$ cat config.mk
export PLATFORM = sky130hd
export DESIGN_NAME = tt_um_restoring_divider4
export DESIGN_NICKNAME = d
export VERILOG_FILES = /design/src/rtl/tt_um_restoring_divider4.sv
export SDC_FILE = /design/constraint.sdc
export NUM_CORES = 1
export LEC_CHECK = 0
export ABC_AREA = 0
export BUFFER_PORTS_ARGS = -buffer_cell sky130_fd_sc_hd__buf_2
export CAP_MARGIN = 30
export CORE_AREA = 2 2 83 85
export CTS_BUF_LIST = sky130_fd_sc_hd__clkbuf_4 sky130_fd_sc_hd__clkbuf_8 sky130_fd_sc_hd__clkbuf_16
export CTS_CLUSTER_DIAMETER = 200
export DETAILED_ROUTE_END_ITERATION = 12
export DIE_AREA = 0 0 85 87
export SLEW_MARGIN = 40
export SYNTH_ARGS = -nofsm -noshare
export SYNTH_HDL_FRONTEND = slang
export SYNTH_SLANG_ARGS = --single-unit
$ cat constraint.sdc
create_clock -name clk -period 1.7 [get_ports clk]
set_input_delay 0.34 -clock clk [delete_from_list [all_inputs] [get_ports clk]]
set_output_delay 0.34 -clock clk [all_outputs]
set_load 0.01 [all_outputs]
$ cat src/rtl/tt_um_restoring_divider4.sv
`default_nettype none
// ============================================================================
//  Module   : tt_um_restoring_divider4
//  Purpose  : 4-bit unsigned restoring divider. One restoring step per clock
//             (MSB first, 5-bit partial remainder), with a registered
//             quotient/remainder and a divide-by-zero flag.
//  Ports    : clk      - clock, rising edge
//             rst      - asynchronous active-high reset
//             ui_in    - [3:0] dividend N, [7:4] divisor D
//             uio_in   - [0] start request, [7:1] ignored
//             uo_out   - [3:0] quotient Q, [7:4] remainder R (registered)
//             uio_out  - [7] done, [6] busy, [5] div0, [4:0] zero
//             uio_oe   - constant 8'b1110_0000
//             ena      - ignored
//  Options  : DIV_EARLY_EXIT_EN - when defined, N<D (D!=0) completes at the
//             capture edge with Q=0, R=N instead of running four steps.
//  Revision : 1.0 - initial release
// ============================================================================
module tt_um_restoring_divider4 (
    input  logic       clk,
    input  logic       rst,
    input  logic [7:0] ui_in,
    input  logic [7:0] uio_in,
    output logic [7:0] uo_out,
    output logic [7:0] uio_out,
    output logic [7:0] uio_oe,
    input  logic       ena
);

    localparam logic [7:0] c_UIO_OE    = 8'b1110_0000;
    localparam logic [1:0] c_LAST_STEP = 2'd3;

    typedef enum logic [1:0] {
        IDLE = 2'd0,
        CALC = 2'd1,
        DONE = 2'd2
    } state_t;

    state_t r_state;
    state_t w_state_next;

    logic [3:0] r_dividend;
    logic [3:0] r_divisor;
    logic [4:0] r_prem;
    logic [3:0] r_qacc;
    logic [1:0] r_count;
    logic [3:0] r_quot;
    logic [3:0] r_rem;
    logic       r_div0;

    logic       w_start;
    logic [3:0] w_n;
    logic [3:0] w_d;
    logic       w_d_zero;
    logic       w_fast;
    logic       w_done;
    logic       w_busy;
    logic [4:0] w_shift;
    logic [5:0] w_diff;
    logic       w_ge;
    logic [4:0] w_prem_next;
    logic [3:0] w_q_next;
    logic       w_unused;

    assign w_start  = uio_in[0];
    assign w_n      = ui_in[3:0];
    assign w_d      = ui_in[7:4];
    assign w_d_zero = (w_d == 4'd0);
    assign w_unused = &{1'b0, ena, uio_in[7:1]};

`ifdef DIV_EARLY_EXIT_EN
    // Quotient is trivially zero when the dividend is below the divisor.
    assign w_fast = !w_d_zero && (w_n < w_d);
`else
    assign w_fast = 1'b0;
`endif

    // One restoring step: shift in the next dividend bit, trial-subtract D.
    // The extra MSB of w_diff is the borrow, i.e. "result negative".
    assign w_shift     = {r_prem[3:0], r_dividend[3]};
    assign w_diff      = {1'b0, w_shift} - {2'b00, r_divisor};
    assign w_ge        = ~w_diff[5];
    assign w_prem_next = w_ge ? w_diff[4:0] : w_shift;
    assign w_q_next    = {r_qacc[2:0], w_ge};

    // ------------------------------------------------------------------
    // State register
    // ------------------------------------------------------------------
    always_ff @(posedge clk or posedge rst) begin
        if (rst) begin
            r_state <= IDLE;
        end else begin
            r_state <= w_state_next;
        end
    end

    // ------------------------------------------------------------------
    // Next state and status outputs
    // ------------------------------------------------------------------
    always_comb begin
        w_state_next = r_state;
        w_done       = 1'b0;
        w_busy       = 1'b0;
        case (r_state)
            IDLE: begin
                if (w_start) begin
                    if (w_d_zero || w_fast) begin
                        w_state_next = DONE;
                    end else begin
                        w_state_next = CALC;
                    end
                end
            end
            CALC: begin
                w_busy = 1'b1;
                if (r_count == c_LAST_STEP) begin
                    w_state_next = DONE;
                end
            end
            DONE: begin
                w_busy       = 1'b1;
                w_done       = 1'b1;
                w_state_next = IDLE;
            end
            default: begin
                w_state_next = IDLE;
            end
        endcase
    end

    // ------------------------------------------------------------------
    // Datapath
    // ------------------------------------------------------------------
    always_ff @(posedge clk or posedge rst) begin
        if (rst) begin
            r_dividend <= 4'd0;
            r_divisor  <= 4'd0;
            r_prem     <= 5'd0;
            r_qacc     <= 4'd0;
            r_count    <= 2'd0;
            r_quot     <= 4'd0;
            r_rem      <= 4'd0;
            r_div0     <= 1'b0;
        end else begin
            case (r_state)
                IDLE: begin
                    if (w_start) begin
                        r_dividend <= w_n;
                        r_divisor  <= w_d;
                        r_prem     <= 5'd0;
                        r_qacc     <= 4'd0;
                        r_count    <= 2'd0;
                        // Short-circuit outcomes are written straight to the
                        // result registers since DONE is entered next.
                        if (w_d_zero) begin
                            r_quot <= 4'hF;
                            r_rem  <= w_n;
                            r_div0 <= 1'b1;
                        end else if (w_fast) begin
                            r_quot <= 4'd0;
                            r_rem  <= w_n;
                            r_div0 <= 1'b0;
                        end
                    end
                end
                CALC: begin
                    r_prem     <= w_prem_next;
                    r_qacc     <= w_q_next;
                    r_dividend <= {r_dividend[2:0], 1'b0};
                    r_count    <= r_count + 2'd1;
                    if (r_count == c_LAST_STEP) begin
                        r_quot <= w_q_next;
                        r_rem  <= w_prem_next[3:0];
                        r_div0 <= 1'b0;
                    end
                end
                default: begin
                end
            endcase
        end
    end

    assign uo_out  = {r_rem, r_quot};
    assign uio_out = {w_done, w_busy, r_div0, 5'b00000};
    assign uio_oe  = c_UIO_OE;

endmodule
`default_nettype wire
==> metrics.csv, run 1 <==
stage;metric;value;unit
floorplanning;dieWidth;85;um
pwr;vdd_drop_max;735;uV
synth;ys_ff_latch;28;
sta;rsz0062_at_grt;yes;
setup_path;cp_max_fo;2;
synth;seq_area_frac_synth;44.6;%
global_route;grt_pass1_wl;5520;um
final_layout;layout-drive-gt1-share;32.2;%
cts;clock_path_buffers;2;
cts;cts-root-buf;clkbuf_8;
sta;tns;-0.0206;ns
status;violations;negative setup slack;
synth;synth_area;0.00157;mm2
cts;cts_tree;built;
setup_path;crit_family;adder cells;
sta;slew_violations;0;
sta;period_minus_slack;1.72;ns
setup_path;worst_path_largest_cell_delay;0.39;ns
global_route;antenna_found_initial;0;
pwr;leakage;0.887;nW
final_layout;diodes;0;
detailed_routing;viasPerCell;4.08;
sta;fmax;0.581;GHz
placement;dp_slack;-0.116;ns
global_route;overflow;0;
synth;synth_flop_cell;dfrtp_1;
placement;place.gp.congestion;0.779;
setup_path;r2r_cells;8;
sta;skew;0.00577;ns
worst_hold_path;hold_class;in -> async;
cts;cts_htree_levels;1;
synth;synth_warnings;0;
placement;place_area;0.00180;mm2
detailed_routing;drc;0;
detailed_routing;drtIter0Drc;72;
setup_path;start_kind;flip-flop;
status;status;finished with violations;
synth;ys_types;31;
cts;hold_buffers;0;
sta;hold_viol;0;
final_layout;finish.utilization;29.5;%
global_route;track_usage;9.33;%
global_route;grt_max_degree;29;
floorplanning;start_util;23.9;%
setup_path;crit_chain;inv_1 > ha_2 > inv_2 > fa_2 > xor2_1 > nand2_1 > mux2_4 > a31oi_1;
cts;path_clk_slew;0.10;ns
synth;async_flop_share;100;%
setup_path;endpoint_kind;flip-flop;
final_layout;finish.instance_area;0.00194;mm2
setup_path;crit_buf_inv;2;
detailed_routing;vias;1138;
detailed_routing;drtPass1Iterations;4;
cts;cts_inserted_buffers;3;
detailed_routing;wl;3150;um
setup_path;crit_slowest_cell;dfrtp_1;
setup_path;crit_type;reg -> reg;
pwr;power_density;1790;mW/mm2
final_layout;num-nets-final;228;
cts;clock_sinks;28;
synth;synth-edff-count;0;
cts;cts_setup_buffers;0;
synth;syn-instance-count;168;
floorplanning;dieArea;0.00740;mm2
detailed_routing;wire_per_inst;11.3;um
sta;setup_viol;1;
run;timing.max_cap.violations;0;
synth;syn_area_per_cell;9.35;um2
detailed_routing;ant_nets;0;
cts;clkLatencyLatePin;0.28;ns
global_route;grt_pass1_vias;1183;
setup_path;arrival;1.92;ns
placement;port_buffers;21;
floorplanning;die_h;87;um
placement;dp_hpwl;2430;um
floorplanning;io_pins;43;
sta;fin_crit_sh;101;%
floorplanning;design.core.area;0.00657;mm2
setup_path;required;1.90;ns
final_layout;area_delta_synth_final;23.4;%
setup_path;cp.depth;8;
sta;setup_ws;-0.0206;ns
floorplanning;rows;30;
## metrics by stage
stage               hold slack (ns)  power [mW]  cells
floorplan                     0.405        2.21    179
global placement              0.432        2.76    275
detailed placement            0.433        2.81    275
CTS                           0.114        3.41    279
global route                  0.137        3.81    279
finish                        0.112        3.47    279
## area by class of cell
type / instances / area (um2)
Inverter: 15 / 56.3
Clock buffer: 3 / 41.3
Clock inverter: 1 / 30.0
Tap cell: 80 / 100
Fill cell: 687 / 4630
Timing Repair Buffer: 37 / 238
Multi-Input combinational cell: 115 / 773
Sequential cell: 28 / 701
## registers in the layout (all words and copies together) (netlist names)
register    cells
r_dividend      4
r_divisor       4
r_prem          4
r_quot          4
r_rem           4
r_qacc          3
r_count         2
r_state         2
r_div0          1
## where the power goes
| group | total, mW | switching (mW) | internal (mW) | leakage [nW] |
|---|---|---|---|---|
| clock | 0.530 | 0.214 | 0.316 | 0.0357 |
| sequential | 1.06 | 0.141 | 0.923 | 0.339 |
| combinational | 1.87 | 0.999 | 0.874 | 0.512 |
## metal layers
metal	part of all wire (%)	global-route usage, %
met5	0	0
met1	47	11.2
met3	3.9	2.56
met2	49	16.6
met4	0.79	2.16
## cell usage in the layout (no fill, tap or decap), types with 2 or more instances in the layout
master	instances
o21ai_1	8
nor2_1	13
buf_4	15
nand2_2	2
buf_2	21
inv_2	2
mux2_2	4
a21oi_1	3
nand2b_1	4
conb_1	13
inv_1	13
dfrtp_1	28
nor2_2	2
ha_1	4
o21ai_2	3
ha_2	2
nand2_1	24
clkbuf_8	3
a31oi_1	7
a22o_1	2
mux2_4	2
ha_4	2
o21ai_0	6
a21boi_0	3
## synthesized netlist by cell type (all sizes together), types with 2 or more instances
master  number  share of area, %
dfrtp       28                45
nand2       26               6.4
buf         18               8.7
o21ai       17               5.4
inv         15               3.6
nor2        15               3.6
a31oi        8               3.2
ha           8               6.4
mux2         6               4.3
nand2b       4               1.6
a21boi       3               1.4
a21oi        3              0.96
clkbuf       3              0.72
a22o         2               1.1
conb         2              0.48
## worst min-delay path: stages
cell and delay (ns):
buf_2 0.10, inv_1 0.04, buf_4 0.33
## cell families after synthesis
kind of cell    synth area share, %
simple gates                   13.3
compound gates                 15.5
fa+ha+maj                      7.64
xor+xnor                      0.557
mux                            4.94
other cells                   0.478
flops                          44.6
buf+inv                        13.0
## worst paths after layout
kind / startpoint / end / slack (ns)
setup / recovery: r_dividend[3] / r_rem[2] / -0.02
hold / removal: rst / r_quot[3] / 0.11
setup reg to reg: r_dividend[3] / r_rem[2] / -0.02
hold reg to reg: r_count[0] / r_count[0] / 0.49
max in group asynchronous: rst / r_rem[2] / 1.30
min in group clk: ui_in[1] / r_rem[1] / 0.32
## repair_timing
item                                   in CTS  in global routing
cloned                                      0                  0
pin swaps                                   5                  6
setup endpoints to repair                   4                 17
resized for setup                           8                  9
endpoints found under the hold margin       0                  0
No activity file was read; power rests on OpenSTA's default activity.
==> run 2: changes to the inputs <==
--- a/config.mk
+++ b/config.mk
@@ -8,11 +8,12 @@
 export ABC_AREA = 0
 export BUFFER_PORTS_ARGS = -buffer_cell sky130_fd_sc_hd__buf_2
 export CAP_MARGIN = 30
-export CORE_AREA = 2 2 83 85
+export CORE_AREA = 2 2 61 63
 export CTS_BUF_LIST = sky130_fd_sc_hd__clkbuf_4 sky130_fd_sc_hd__clkbuf_8 sky130_fd_sc_hd__clkbuf_16
 export CTS_CLUSTER_DIAMETER = 200
 export DETAILED_ROUTE_END_ITERATION = 12
-export DIE_AREA = 0 0 85 87
+export DIE_AREA = 0 0 63 65
+export PLACE_DENSITY = 0.74
 export SLEW_MARGIN = 40
 export SYNTH_ARGS = -nofsm -noshare
 export SYNTH_HDL_FRONTEND = slang
==> metrics.csv, run 2 (same netlist as run 1, synthesis figures left out) <==
stage;metric;value;unit;change
cts;clkLatencyLatePin;0.33;ns;+0.05 ns
sta;period_minus_slack;1.80;ns;+0.0797 ns
floorplanning;rows;22;;-27%
sta;rsz0062_at_grt;yes;;
cts;cts_inserted_buffers;3;;unchanged
cts;clock_sinks;28;;unchanged
sta;skew;0.00499;ns;-0.000786 ns
detailed_routing;met1_length;1310;um;-11%
detailed_routing;dr.max_layer_used;met4;;
final_layout;final_common_cell;dfrtp_1;;
detailed_routing;wl;2980;um;-5.4%
cts;cts_tree;built;;
final_layout;num-nets-final;232;;+1.8%
detailed_routing;drtPass1Iterations;4;;unchanged
pwr;seq_power_share;31.1;%;+0.4 points
detailed_routing;wl_met3;135;um;+8.9%
pwr;combPwrFrac;55.9;%;+1.9 points
final_layout;register_area;701;um2;unchanged
worst_hold_path;hold_class;in -> async;;
global_route;grt_pass1_vias;1107;;-6.4%
floorplanning;die_h;65;um;-25%
pwr;leakage;0.895;nW;+0.95%
cts;cts-root-buf;clkbuf_4;;
setup_path;start_kind;flip-flop;;
final_layout;final_cell_mix;dfrtp_1, nand2_1, buf_2;;
run;timing.max_cap.violations;0;;unchanged
placement;port_buffers;21;;unchanged
floorplanning;io_pins;43;;unchanged
floorplanning;dieWidth;63;um;-26%
setup_path;arrival;2.07;ns;+0.15 ns
detailed_routing;vias;1205;;+5.9%
floorplanning;design.core.area;0.00350;mm2;-47%
global_route;track_usage;15.1;%;+5.8 points
final_layout;stdcell_count;251;;-10%
detailed_routing;wire_per_inst;11.9;um;+5.2%
global_route;grt_max_degree;29;;unchanged
final_layout;layout-drive-gt1-share;33.0;%;+0.84 points
detailed_routing;drc;0;;unchanged
sta;setup_ws;-0.100;ns;-0.0797 ns
sta;hold_viol;0;;unchanged
setup_path;endpoint_kind;flip-flop;;
placement;dp_hpwl;2120;um;-12%
detailed_routing;ant_nets;0;;unchanged
global_route;overflow;0;;unchanged
cts;path_clk_slew;0.16;ns;+0.06 ns
setup_path;cp_max_fo;2;;unchanged
sta;tns;-0.227;ns;-0.206 ns
pwr;intPower;2.07;mW;-2.2%
pwr;vdd_drop_max;702;uV;-4.5%
status;violations;negative setup slack;;
setup_path;required;1.97;ns;+0.07 ns
placement;place.gp.congestion;0.798;;+2.4%
setup_path;crit_type;reg -> reg;;
cts;cts_htree_levels;1;;unchanged
cts;clock_path_buffers;2;;unchanged
pwr;p_sw;1.37;mW;+1.2%
final_layout;fill_cells;332;;-52%
pwr;switching_share;39.9;%;+0.82 points
global_route;grt_pass1_wl;4850;um;-12%
global_route;antenna_found_initial;0;;unchanged
detailed_routing;wl_met2;1510;um;-1.6%
detailed_routing;drtIter0Drc;68;;-5.6%
floorplanning;start_util;45.0;%;+21 points
detailed_routing;viasPerCell;4.80;;+18%
final_layout;diodes;0;;unchanged
cts;hold_buffers;0;;unchanged
pwr;power_density;1810;mW/mm2;+1.4%
floorplanning;dieArea;0.00410;mm2;-45%
pwr;pwr-share-clk;13.0;%;-2.3 points
placement;dp_cells;241;;-12%
sta;fin_crit_sh;106;%;+4.7 points
sta;slew_violations;0;;unchanged
final_layout;area_delta_synth_final;20.6;%;
sta;setup_viol;4;;+3
sta;fmax;0.555;GHz;-4.4%
final_layout;multiInputGateArea;758;um2;-1.9%
status;status;finished with violations;;
[run 2: cell count changes in the layout (fill, tap and decap cells not counted), sizes merged]
| cell | previous run | this run |
|---|---|---|
| buf | 37 | 41 |
[run 2: repair_timing]
action                                 4_1_cts  5_1_grt
endpoints found under the hold margin        0        0
pin swaps                                    4        5
buffers inserted                             3        3
setup endpoints to repair                    6       13
resized for setup                            7        9
[run 2: through the flow]
step / total power [mW] / worst slack (ns) / cell area (um2) / util (%) / hold WS [ns]
2_1_floorplan: 2.21 / 0.0260 / 1610 / - / 0.405
3_3_place_gp: 2.69 / -0.0532 / 1750 / 50.0 / 0.424
3_5_place_dp: 2.74 / -0.102 / 1750 / 50.0 / 0.425
4_1_cts: 3.29 / -0.00951 / 1840 / 52.7 / 0.0451
5_1_grt: 3.74 / -0.200 / 1900 / 54.2 / 0.0670
6_report: 3.44 / -0.100 / 1900 / 54.2 / 0.0365
[run 2: power by group through the flow]
| stage | sequential (mW) | combinational, mW | clock (mW) |
|---|---|---|---|
| floorplan | 1.09 | 1.12 | 0 |
| global placement | 1.07 | 1.62 | 0 |
| detailed placement | 1.09 | 1.65 | 0 |
| CTS | 1.06 | 1.77 | 0.451 |
| global route | 1.10 | 2.16 | 0.485 |
| finish | 1.07 | 1.92 | 0.446 |
[run 2: worst max-delay path: stages, from the launching register on]
cell     delay [ns]
dfrtp_1        0.41
inv_1          0.07
ha_2           0.18
inv_2          0.04
fa_2           0.33
xor2_1         0.20
nand2_1        0.09
mux2_4         0.29
a31oi_1        0.13
[run 2: worst paths after layout]
path	from	end	slack, ns	cells after the start
worst max-delay path	r_dividend[3]	r_rem[2]	-0.10	8
worst min-delay path	rst	r_rem[0]	0.04	3
worst max register to register	r_dividend[3]	r_rem[2]	-0.10	8
worst min register to register	r_dividend[2]	r_dividend[2]	0.50	2
max in group asynchronous	rst	r_count[1]	1.40	3
min in group clk	ui_in[1]	r_rem[1]	0.26	3
[run 2: metal layers]
layer  up-vias  GRT usage (%)
met4         0           6.67
met1       570           18.9
met2        31           25.7
met5         -              0
met3         4           2.60
li1        600              -
[run 2: area by class of cell]
cell class | count | area share, %
clock buffer | 3 | 1.19
clock inverter | 1 | 1.58
inverter | 15 | 2.97
multi-input combinational | 115 | 40.0
sequential | 28 | 37.0
tap | 48 | 3.17
timing repair buffer | 41 | 14.1
